File: src/rtl/dmem_arb_pkg.sv
// Shared encodings and the latched transaction record for the data-memory arbiter.
// Arbitration policy is selected in dmem_arb_grant by DMEM_ARB_RR_EN.
package dmem_arb_pkg;

    localparam logic [1:0] IDLE   = 2'd0;
    localparam logic [1:0] ACCESS = 2'd1;
    localparam logic [1:0] DONE   = 2'd2;

    localparam logic PORT0 = 1'b0;
    localparam logic PORT1 = 1'b1;

    typedef struct packed {
        logic        id;
        logic        we;
        logic [31:0] addr;
        logic [31:0] wdata;
    } txn_t;

    function automatic logic [31:0] word_addr(input logic [31:0] a);
        return a & 32'hFFFF_FFFC;
    endfunction

endpackage

File: src/rtl/dmem_arb_grant.sv
// Combinational grant for two ports; DMEM_ARB_RR_EN adds a round-robin
// pointer, otherwise port 0 wins every tie and no state exists here.
module dmem_arb_grant
    import dmem_arb_pkg::*;
(
`ifdef DMEM_ARB_RR_EN
    input  logic clk_i,
    input  logic rst_i,
`endif
    input  logic req0_i,
    input  logic req1_i,
    input  logic take_i,
    output logic valid_o,
    output logic id_o
);

    assign valid_o = req0_i | req1_i;

`ifdef DMEM_ARB_RR_EN
    logic ptr_q, ptr_d;

    always_comb begin
        ptr_d = ptr_q;
        if (req0_i && req1_i) begin
            id_o = ptr_q;
        end else begin
            id_o = req0_i ? PORT0 : PORT1;
        end
        // Tie priority goes to the port that did not win this grant.
        if (take_i && valid_o) begin
            ptr_d = ~id_o;
        end
    end

    always_ff @(posedge clk_i) begin
        if (rst_i) begin
            ptr_q <= PORT0;
        end else begin
            ptr_q <= ptr_d;
        end
    end
`else
    logic unused_take;
    assign unused_take = take_i;
    assign id_o = req0_i ? PORT0 : PORT1;
`endif

endmodule

File: src/rtl/dmem_arbiter.sv
// Two-port data-memory arbiter: IDLE -> ACCESS (one strobe) -> DONE (ack).
// Define DMEM_ARB_RR_EN for round-robin ties; default is port 0 priority.
module dmem_arbiter
    import dmem_arb_pkg::*;
(
    input  logic        clk,
    input  logic        reset,
    input  logic        p0_req,
    input  logic        p0_we,
    input  logic [31:0] p0_addr,
    input  logic [31:0] p0_wdata,
    output logic        p0_ack,
    output logic [31:0] p0_rdata,
    input  logic        p1_req,
    input  logic        p1_we,
    input  logic [31:0] p1_addr,
    input  logic [31:0] p1_wdata,
    output logic        p1_ack,
    output logic [31:0] p1_rdata,
    output logic        mem_read,
    output logic        mem_write,
    output logic [31:0] mem_addr,
    output logic [31:0] mem_wdata,
    input  logic [31:0] mem_rdata
);

    logic [1:0]  state_q, state_d;
    txn_t        txn_q, txn_d;
    logic [31:0] p0_rdata_q, p1_rdata_q;
    logic        gnt_valid, gnt_id, idle;
    logic        in_access, in_done;

    assign idle      = (state_q == IDLE);
    assign in_access = (state_q == ACCESS);
    assign in_done   = (state_q == DONE);

    dmem_arb_grant u_grant (
`ifdef DMEM_ARB_RR_EN
        .clk_i   (clk),
        .rst_i   (reset),
`endif
        .req0_i  (p0_req),
        .req1_i  (p1_req),
        .take_i  (idle),
        .valid_o (gnt_valid),
        .id_o    (gnt_id)
    );

    always_comb begin
        state_d = state_q;
        txn_d   = txn_q;
        unique case (state_q)
            IDLE: begin
                if (gnt_valid) begin
                    txn_d.id = gnt_id;
                    if (gnt_id == PORT1) begin
                        txn_d.we    = p1_we;
                        txn_d.addr  = word_addr(p1_addr);
                        txn_d.wdata = p1_wdata;
                    end else begin
                        txn_d.we    = p0_we;
                        txn_d.addr  = word_addr(p0_addr);
                        txn_d.wdata = p0_wdata;
                    end
                    state_d = ACCESS;
                end
            end
            ACCESS:  state_d = DONE;
            DONE:    state_d = IDLE;
            default: state_d = IDLE;
        endcase
    end

    assign mem_read  = in_access & ~txn_q.we;
    assign mem_write = in_access & txn_q.we;
    assign mem_addr  = txn_q.addr;
    assign mem_wdata = txn_q.wdata;

    // A reset landing in DONE suppresses the ack of the aborted transfer.
    assign p0_ack = in_done & (txn_q.id == PORT0) & ~reset;
    assign p1_ack = in_done & (txn_q.id == PORT1) & ~reset;

    assign p0_rdata = (p0_ack && !txn_q.we) ? mem_rdata : p0_rdata_q;
    assign p1_rdata = (p1_ack && !txn_q.we) ? mem_rdata : p1_rdata_q;

    always_ff @(posedge clk) begin
        if (reset) begin
            state_q    <= IDLE;
            txn_q      <= '0;
            p0_rdata_q <= '0;
            p1_rdata_q <= '0;
        end else begin
            state_q    <= state_d;
            txn_q      <= txn_d;
            p0_rdata_q <= p0_rdata;
            p1_rdata_q <= p1_rdata;
        end
    end

endmodule

File: config.mk
export PLATFORM = sky130hd
export DESIGN_NAME = dmem_arbiter
export DESIGN_NICKNAME = d
export VERILOG_FILES = /design/src/rtl/dmem_arb_pkg.sv /design/src/rtl/dmem_arb_grant.sv /design/src/rtl/dmem_arbiter.sv
export SDC_FILE = /design/constraint.sdc
export NUM_CORES = 1
export LEC_CHECK = 0
export ABC_AREA = 1
export ABC_CLOCK_PERIOD_IN_PS = 2300
export CORE_MARGIN = 10
export CORE_UTILIZATION = 30
export CTS_CLUSTER_DIAMETER = 60
export DETAILED_ROUTE_END_ITERATION = 7
export PLACE_DENSITY_LB_ADDON = 0.15
export SYNTH_ARGS = -nofsm -noshare
export SYNTH_HDL_FRONTEND = slang
export SYNTH_SLANG_ARGS = --single-unit
File: constraint.sdc
create_clock -name clk -period 2.3 [get_ports clk]
set_clock_uncertainty 0.1 [all_clocks]
set_input_delay 0.46 -clock clk [delete_from_list [all_inputs] [get_ports clk]]
set_output_delay 0.46 -clock clk [all_outputs]
set_load 0.02 [all_outputs]
* Yosys cells after proc, flatten, opt, wreduce, memory -nomap -nowiden
Index checks and enable logic that the tools add are counted.
** Storage, ports and cells
- Flip-flop bits (word level) :: 132
- Bits of input ports :: 166
- Output and inout port bits :: 132
- Logic and storage cells :: 31
** Cells by class
- Equal/unequal tests :: 3
- Muxes and demuxes :: 6
- Bitwise logic cells :: 10
- Reductions and logical operators :: 5
** Operators with widths (count)
- two-way mux 65 bit :: 1
- two-way mux 32 bit :: 2
- AND 1 bit :: 6
- one-hot mux 2 bit (2 select lines) :: 1
- inverter 1 bit :: 3
- equality test 2 x 1 -> 1 bit (second input constant) :: 1
- equality test 2 bit (second input constant) :: 1
- logical AND 1 bit :: 2
- zero test 2 bit :: 1
- two-way mux 2 bit :: 1
- != test 2 bit (second input constant) :: 1
- AND reduction 2 bit :: 1
- zero test 1 bit :: 1
- two-way mux 1 bit :: 1
- OR 1 bit :: 1

* Longest topological paths before layout
Gate-level depths: netlist of run 1.
- Word-level depth :: 5
- Gate-level depth with buffers :: 8
- Gate-level depth less buffers :: 6

* Modules after synthesis
A second synthesis of run 1 with hierarchy kept.
** Unflattened totals
- Cells, all modules :: 1017
- Area total of the unflattened synthesis :: 6577.6 um^2
** By module, submodules not included
- dmem_arbiter :: times used 1, cells an instance 1014, area an instance 6563.8 um^2, seq. area each 2602.5 um^2
- dmem_arb_grant :: times used 1, cells an instance 3, area an instance 13.8 um^2, seq. area each 0.0 um^2

* Least setup slack after synthesis of run 1
No wires, ideal clock.
- Kind :: input -> output
- Start :: input reset
- End :: output p1_rdata[22]
- Data arrival time :: 1312 ps
- Data required time :: 1740 ps
- Slack :: 428 ps
- Cell stages on the path :: 8
- Path buffers :: 2
- Cell sequence :: buf_6 > inv_2 > nand2_2 > nor2_4 > buf_6 > nand3_1 > nand2_1 > inv_1
** On the way
- Word-level cells in the longest chain between the ends :: 4
** Ends and longest elaborated chain
- from (decl) :: RTL line dmem_arbiter.sv:7 : input logic reset,
- inverter 1 bit :: RTL line dmem_arbiter.sv:81 : assign p1_ack = in_done & (txn_q.id == PORT1) & ~reset;
- AND 1 bit :: RTL line dmem_arbiter.sv:81
- via p1_ack :: RTL line dmem_arbiter.sv:18 : output logic p1_ack,
- logical AND 1 bit :: RTL line dmem_arbiter.sv:84 : assign p1_rdata = (p1_ack && !txn_q.we) ? mem_rdata : p1_rdata_q;
- two-way mux 32 bit :: RTL line dmem_arbiter.sv:84
- to (decl) :: RTL line dmem_arbiter.sv:19 : output logic [31:0] p1_rdata,
The timed path passes the listed nets, and every way through them passes these cells.

* Final worst setup path of run 1
- Start :: register state_q[0]
- End :: output p1_ack
** On the way
- Word-level cells in the longest chain between the ends :: 3
** Ends and longest elaborated chain
- from (decl) :: RTL line dmem_arbiter.sv:27 : logic [1:0] state_q, state_d;
- from (signal assigned) :: RTL line dmem_arbiter.sv:93 : state_q <= state_d;
- equality test 2 bit :: RTL line dmem_arbiter.sv:35 : assign in_done = (state_q == DONE);
- AND 1 bit (2 in series) :: RTL line dmem_arbiter.sv:81
- to (decl) :: RTL line dmem_arbiter.sv:18
No other way between the ends.

==> summary.md, run 1 <==
| Metric | Value |
|---|---|
| RSZ-0062 raised after global routing | `true` |
| Final Power | `7.06 mW` |
| Max rail drop VDD | `437 uV` |
| Multi-input gate area | `2910 um2` |
| GRT met3 Usage | `0.0689` |
| Die Y | `168 um` |
| Synthesized flop and latch total | `130` |
| Detail Route Antenna Nets | `0` |
| Met1 Use GR | `0.177` |
| Layer with the highest usage | `met2` |
| Starting Density | `0.304` |
| TritonRoute pass-1 iters | `5` |
| Die footprint | `28300 um2` |
| Yosys warns | `0` |
| Net Switching | `1.91 mW` |
| Critical Path Fanout Max | `5` |
| Top delay family on crit path | `buffers and inverters` |
| Crit-path most repeated cell | `buf_6` |
| DRC | `0` |
| Post-CTS Hold Buffers | `0` |
| Reg-to-reg slack, setup | `730 ps` |
| Pin count of the biggest net entering global routing | `64` |
| Worst-Skew Late Latency | `420 ps` |
| Worst Tran Pin Value | `577 ps` |
| Core Area | `21700 um2` |
| # IOs | `298` |
| Worst relative slew slack | `0.616` |
| Seq/Total Area, Yosys | `0.395` |
| Cell Area, Synth | `6590 um2` |
| Startpoint types | `register` |
| Reg clk slew, reported paths | `50 ps` |
| H-tree levels | `4` |
| Final Slew Violations | `0` |
| Final WS setup | `9.95 ps` |
| Finished Cell Area | `10700 um2` |
| PD cells | `658 nW/um2` |
| WL per Instance | `14.8 um` |
| Layout fillers | `2236` |
| Avg Synthesized Cell Area | `6.50 um2` |
| GP Congestion | `0.764` |
| Clock Tree Buf Depth | `2` |
| End of the worst hold path | `p0_rdata_q[24]$_SDFF_PP0_` |
| Row cnt | `54` |
| Sequential Power Share | `0.351` |
| Fin. Hold Viols | `0` |
| Clk sinks | `130` |
| Crit path DAT | `1730 ps` |
| Non-filler cells, final | `1608` |
| Commonest non-fill, non-tap cell in the layout | `nand2_1` |
| Initial DRC count | `301` |
| Cells after Synth | `1014` |
| Layout area overhead | `62.8%` |
| Sw Share | `0.271` |
| Hold Crit Class | `reg2reg` |
| Via-to-Cell Ratio | `4.29` |
| Minimum clock period | `2290 ps` |
| CTS tree | `done` |
| Crit-path slowest cell | `dfxtp_4` |
| Initial antenna violation count | `1` |
| Int Power | `5.15 mW` |
| Most frequent cells in the layout | `294 x nand2_1, 221 x clkdlybuf4s50_1, 163 x nor2_1, 126 x dfxtp_1, 113 x buf_4` |
| Dpl ws | `-215 ps` |
| Run status | `completed` |
| Cell depth of the worst hold path | `2` |
| FF-to-FF End | `p1_rdata_q[24]$_SDFF_PP0_` |
| Gate power share | `0.216` |
| Crit share post-route | `0.996` |
| Vias in the first global route | `6784` |
| Hold_sp | `p0_rdata_q[24]$_SDFF_PP0_` |
| Final setup viols | `0` |
| Placement Cell Area | `9850 um2` |
| Via count | `6901` |
| GR Overflow Total | `0` |
| Crit-path cells | `inv_2 -> nand2_2 -> nor2_4 -> buf_6 -> buf_6 -> dlygate4sd2_1` |
| CP bufs+invs | `4` |
| Storage cell area | `2620 um2` |
| Post-synth cell types | `20` |
| First-pass GRT wire length | `36500 um` |
| CP max stage delay | `360 ps` |
| Setup TNS | `0 ps` |
| CTS buffer count | `17` |
| Final Net Count | `1480` |
| Die X | `168 um` |
| Clock root buffer | `clkbuf_16` |
| HPWL Detailed | `17200 um` |
| R2R cell count | `10` |
| Share of post-route cells with drive strength above 1 | `0.210` |
| Clock Power Share | `0.433` |
| Leak | `5.34 nW` |
| Crit end category | `primary output` |
| GRT met2 Usage | `0.268` |
| Final wirelength | `23800 um` |
| Critical path required time | `1740 ps` |
| Crit Path Category | `reg2out` |
| Placed instance count | `1555` |
| Fmax | `437 MHz` |
| Gr usage total | `0.161` |
| Worst flop-to-flop path startpoint | `state_q[0]$_SDFFE_PP0P_` |
| Max-cap violations | `0` |
| IO buf count | `291` |
## cells by family after synthesis
kind of cell / synth area share
AND/OR/NAND/NOR: 0.346
buffers and inverters: 0.185
flip-flops: 0.395
AO/OA/AOI/OAI: 0.0733
other: 0.000569
## worst min-delay path: stages, from the launching register on
cell	delay [ps]
dfxtp_1	290
nand2_1	70
a21oi_1	60
## timing repair
item / CTS / global route
gates resized for setup: 248 / 127
endpoints found under the setup margin: 67 / 45
pin swaps: 1 / 30
setup buffers: 4 / 14
cloned: 0 / 3
endpoints found under the hold margin: 0 / 0
## layer usage
| layer | routed length [um] | vias to the layer above |
|---|---|---|
| met2 | 11300 | 210 |
| met1 | 9880 | 3019 |
| met3 | 2090 | 24 |
| met5 | 0 | - |
| met4 | 450 | 0 |
| li1 | - | 3648 |
## worst max-delay path by stage
stage	start	end	slack [ps]	depth (start not counted)
finish	state_q[0]$_SDFFE_PP0P_	p1_ack	10	6
global route	state_q[0]$_SDFFE_PP0P_	p1_rdata[31]	-80	9
CTS	state_q[1]$_SDFFE_PP0P_	p0_rdata[31]	-20	7
detailed placement	reset	p0_rdata[29]	-210	6
global placement	reset	p0_rdata[24]	-190	6
floorplan	reset	p1_rdata[22]	430	8
## area by class of cell
| cell class | instances | share of cell area |
|---|---|---|
| Clock buffer | 21 | 0.0439 |
| Timing Repair Buffer | 406 | 0.353 |
| Clock inverter | 11 | 0.0187 |
| Antenna cell | 1 | 0.000233 |
| Inverter | 104 | 0.0366 |
| Tap cell | 280 | 0.0327 |
| Multi-Input combinational cell | 655 | 0.271 |
| Sequential cell | 130 | 0.244 |
## power by group through the flow
| stage | Combinational, mW | Clock, mW | Sequential [mW] |
|---|---|---|---|
| after floorplan | 0.878 | 0 | 2.51 |
| after global placement | 1.53 | 0 | 2.51 |
| after detailed placement | 1.52 | 0 | 2.52 |
| after CTS | 1.52 | 3.14 | 2.48 |
| after global routing | 1.67 | 3.24 | 2.49 |
| final | 1.53 | 3.06 | 2.48 |
## registers in the layout, indices dropped and copies added, names as in the netlist
signal      count
txn_q           2
mem_addr       30
state_q         2
mem_wdata      32
p1_rdata_q     32
p0_rdata_q     32
## Yosys cell counts, drive strengths merged
cell	instances	area share
nor2	167	0.10
nand3	34	0.028
conb	1	0.00057
nand4	32	0.030
dfxtp	130	0.40
buf	109	0.12
inv	104	0.059
a21oi	32	0.024
o21a	1	0.0011
o21ai	63	0.048
clkbuf	17	0.0097
nand2	323	0.19
nor3	1	0.00076
## stage by stage
step | hold slack (ps) | util
detailed placement | 362 | 0.454
finish | 370 | 0.495
global placement | 358 | 0.454
floorplan | 347 | -
CTS | 353 | 0.480
global route | 381 | 0.495
(Power assumes the default switching activity.)
==> run 2: changes to the inputs <==
CORE_UTILIZATION = 45   (was 30)
==> run 2 against run 1 <==
  * Critical path depth rose by 3
  * Routed wire length fell by 3.3%
  * Critical endpoint is now p1_rdata[0]
  * Largest power group unchanged
  * Largest cell class unchanged
  * Worst setup slack got worse by 1.1 ps
  * Clock-buffer cell count rose by 7
  * Combinational power fell by 3%
  * Clock power fell by 12%
==> summary.md, run 2 (synthesis results as in run 1) <==
| Metric | Value |
|---|---|
| Run status | `completed` |
| Starting Density | `0.457 (+0.153)` |
| First-pass GRT wire length | `34200 um (-6.2%)` |
| Row cnt | `44 (-19%)` |
| IO buf count | `291 (unchanged)` |
| Via count | `6975 (+1.1%)` |
| Die X | `141 um (-16%)` |
| DRC | `0 (unchanged)` |
| WL per Instance | `15.3 um (+3.7%)` |
| Vias in the first global route | `6565 (-3.2%)` |
| Startpoint types | `register` |
| Share of post-route cells with drive strength above 1 | `0.187 (-0.0235)` |
| Post-CTS Hold Buffers | `0 (unchanged)` |
| Max-cap violations | `0 (unchanged)` |
| RSZ-0062 raised after global routing | `true` |
| Commonest non-fill, non-tap cell in the layout | `nand2_1` |
| Max rail drop VDD | `567 uV (+30%)` |
| Storage cell area | `2610 um2 (about the same)` |
| Worst flop-to-flop path startpoint | `txn_q[65]$_SDFFE_PP0P_` |
| Critical Path Fanout Max | `6 (+1)` |
| FF-to-FF End | `p1_rdata_q[20]$_SDFF_PP0_` |
| Worst Tran Pin Value | `564 ps (-13.0 ps)` |
| Final hold slack | `367 ps (-3.64 ps)` |
| Final setup viols | `0 (unchanged)` |
| Fmax | `436 MHz (about the same)` |
| Crit Path Category | `reg2out` |
| Final wirelength | `23000 um (-3.3%)` |
| Detail Route Antenna Nets | `0 (unchanged)` |
| Cell depth of the worst hold path | `2 (unchanged)` |
| Worst-Skew Late Latency | `420 ps (about the same)` |
| End of the worst hold path | `p0_rdata_q[27]$_SDFF_PP0_` |
| Final Net Count | `1466 (-0.95%)` |
| HPWL Detailed | `16300 um (-5.0%)` |
| Gr usage total | `0.216 (+0.0552)` |
| PD cells | `642 nW/um2 (-2.5%)` |
| Reg-to-reg slack, setup | `650 ps (-80 ps)` |
| GR Overflow Total | `0 (unchanged)` |
| CTS buffer count | `17 (unchanged)` |
| Fin. Hold Viols | `0 (unchanged)` |
| Crit share post-route | `0.996 (about the same)` |
| Hold_sp | `p0_rdata_q[27]$_SDFF_PP0_` |
| Die Y | `141 um (-16%)` |
| Most frequent cells in the layout | `301 x nand2_1, 221 x clkdlybuf4s50_1, 163 x nor2_1, 127 x dfxtp_1, 94 x inv_1` |
| Die footprint | `19900 um2 (-30%)` |
| Multi-input gate area | `2870 um2 (-1.5%)` |
| Crit path DAT | `1730 ps (about the same)` |
| Pin count of the biggest net entering global routing | `65 (+1.6%)` |
| # IOs | `298 (unchanged)` |
| Via-to-Cell Ratio | `4.65 (+8.3%)` |
| Leak | `5.27 nW (-1.5%)` |
| Worst relative slew slack | `0.624 (+0.00865)` |
| Dpl ws | `-145 ps (+69.8 ps)` |
| Hold Crit Class | `reg2reg` |
| H-tree levels | `4 (unchanged)` |
| Minimum clock period | `2290 ps (+1.13 ps)` |
| Layout area overhead | `57.1%` |
| Clock Tree Buf Depth | `2 (unchanged)` |
| Core Area | `14400 um2 (-33%)` |
| Critical path required time | `1740 ps (about the same)` |
| Final Slew Violations | `0 (unchanged)` |
| Layout fillers | `1266 (-43%)` |
| Reg clk slew, reported paths | `50 ps (about the same)` |
| TritonRoute pass-1 iters | `4 (-1)` |
| R2R cell count | `11 (+1)` |
| Clock root buffer | `clkbuf_16` |
| CTS tree | `done` |
| Clk sinks | `130 (unchanged)` |
| GP Congestion | `0.836 (+9.5%)` |
| Final WS setup | `8.82 ps (-1.13 ps)` |
| Crit end category | `primary output` |
| Initial DRC count | `370 (+23%)` |
| Initial antenna violation count | `4 (+3)` |
-- run 2: cell types whose count changed in the layout (fill, tap and decap cells not counted), sizes merged --
cell,before,now
dlygate4sd2,3,2
clkbuf,24,30
inv,105,104
clkdlybuf4s15,0,1
clkinvlp,2,0
buf,178,165
clkinv,3,2
diode,1,4
bufinv,5,1
-- run 2: layer usage --
layer	global-route usage	wire [um]
met1	0.221	8540
met2	0.366	11500
met3	0.100	2310
met4	0.103	621
met5	0	0
-- run 2: worst max-delay path, cell delays in order (launching register included) --
cell       delay [ps]
dfxtp_4           390
nand2_4            60
nor2_4            160
buf_12            130
buf_12            100
clkbuf_16         150
nand3_2            60
nand2_1            80
inv_1              50
buf_6             130
-- run 2: cell type report --
cell class	count	area share
clock inverter	3	0.00387
inverter	104	0.0382
timing repair buffer	392	0.351
sequential	130	0.253
multi-input combinational	655	0.277
clock buffer	28	0.0538
antenna	4	0.000967
tap	184	0.0222
-- run 2: how the worst max path moves through the flow --
stage | startpoint | end
after global routing | state_q[1]$_SDFFE_PP0P_ | p0_rdata[2]
after floorplan | reset | p1_rdata[22]
after global placement | reset | p0_rdata[29]
after detailed placement | reset | p1_rdata[29]
after CTS | state_q[0]$_SDFFE_PP0P_ | p1_rdata[12]
final | txn_q[65]$_SDFFE_PP0P_ | p1_rdata[0]
-- run 2: power breakdown --
| part | leakage [nW] | internal [mW] | switching [mW] |
|---|---|---|---|
| logic | 3.90 | 0.702 | 0.779 |
| clock network | 0.299 | 1.74 | 0.944 |
| registers | 1.07 | 2.40 | 0.0756 |
| total | 5.27 | 4.84 | 1.80 |
-- run 2: metrics by stage --
step	power (mW)	TNS, ps	std cells	utilization	instance area, um2
floorplan	3.38	0	1015	-	6590
global placement	3.98	-5440	1448	0.665	9590
detailed placement	3.99	-5700	1448	0.665	9590
CTS	6.67	-174	1482	0.699	10100
global route	6.94	-1290	1499	0.717	10300
finish	6.64	0	1500	0.717	10300
-- run 2: timing repair --
action                                 4_1_cts  5_1_grt
setup endpoints to repair                   67       53
endpoints found under the hold margin        0        0
gates cloned                                 1        2
resized for setup                          244      107
buffers inserted                             2       12
pin swaps                                    0       19
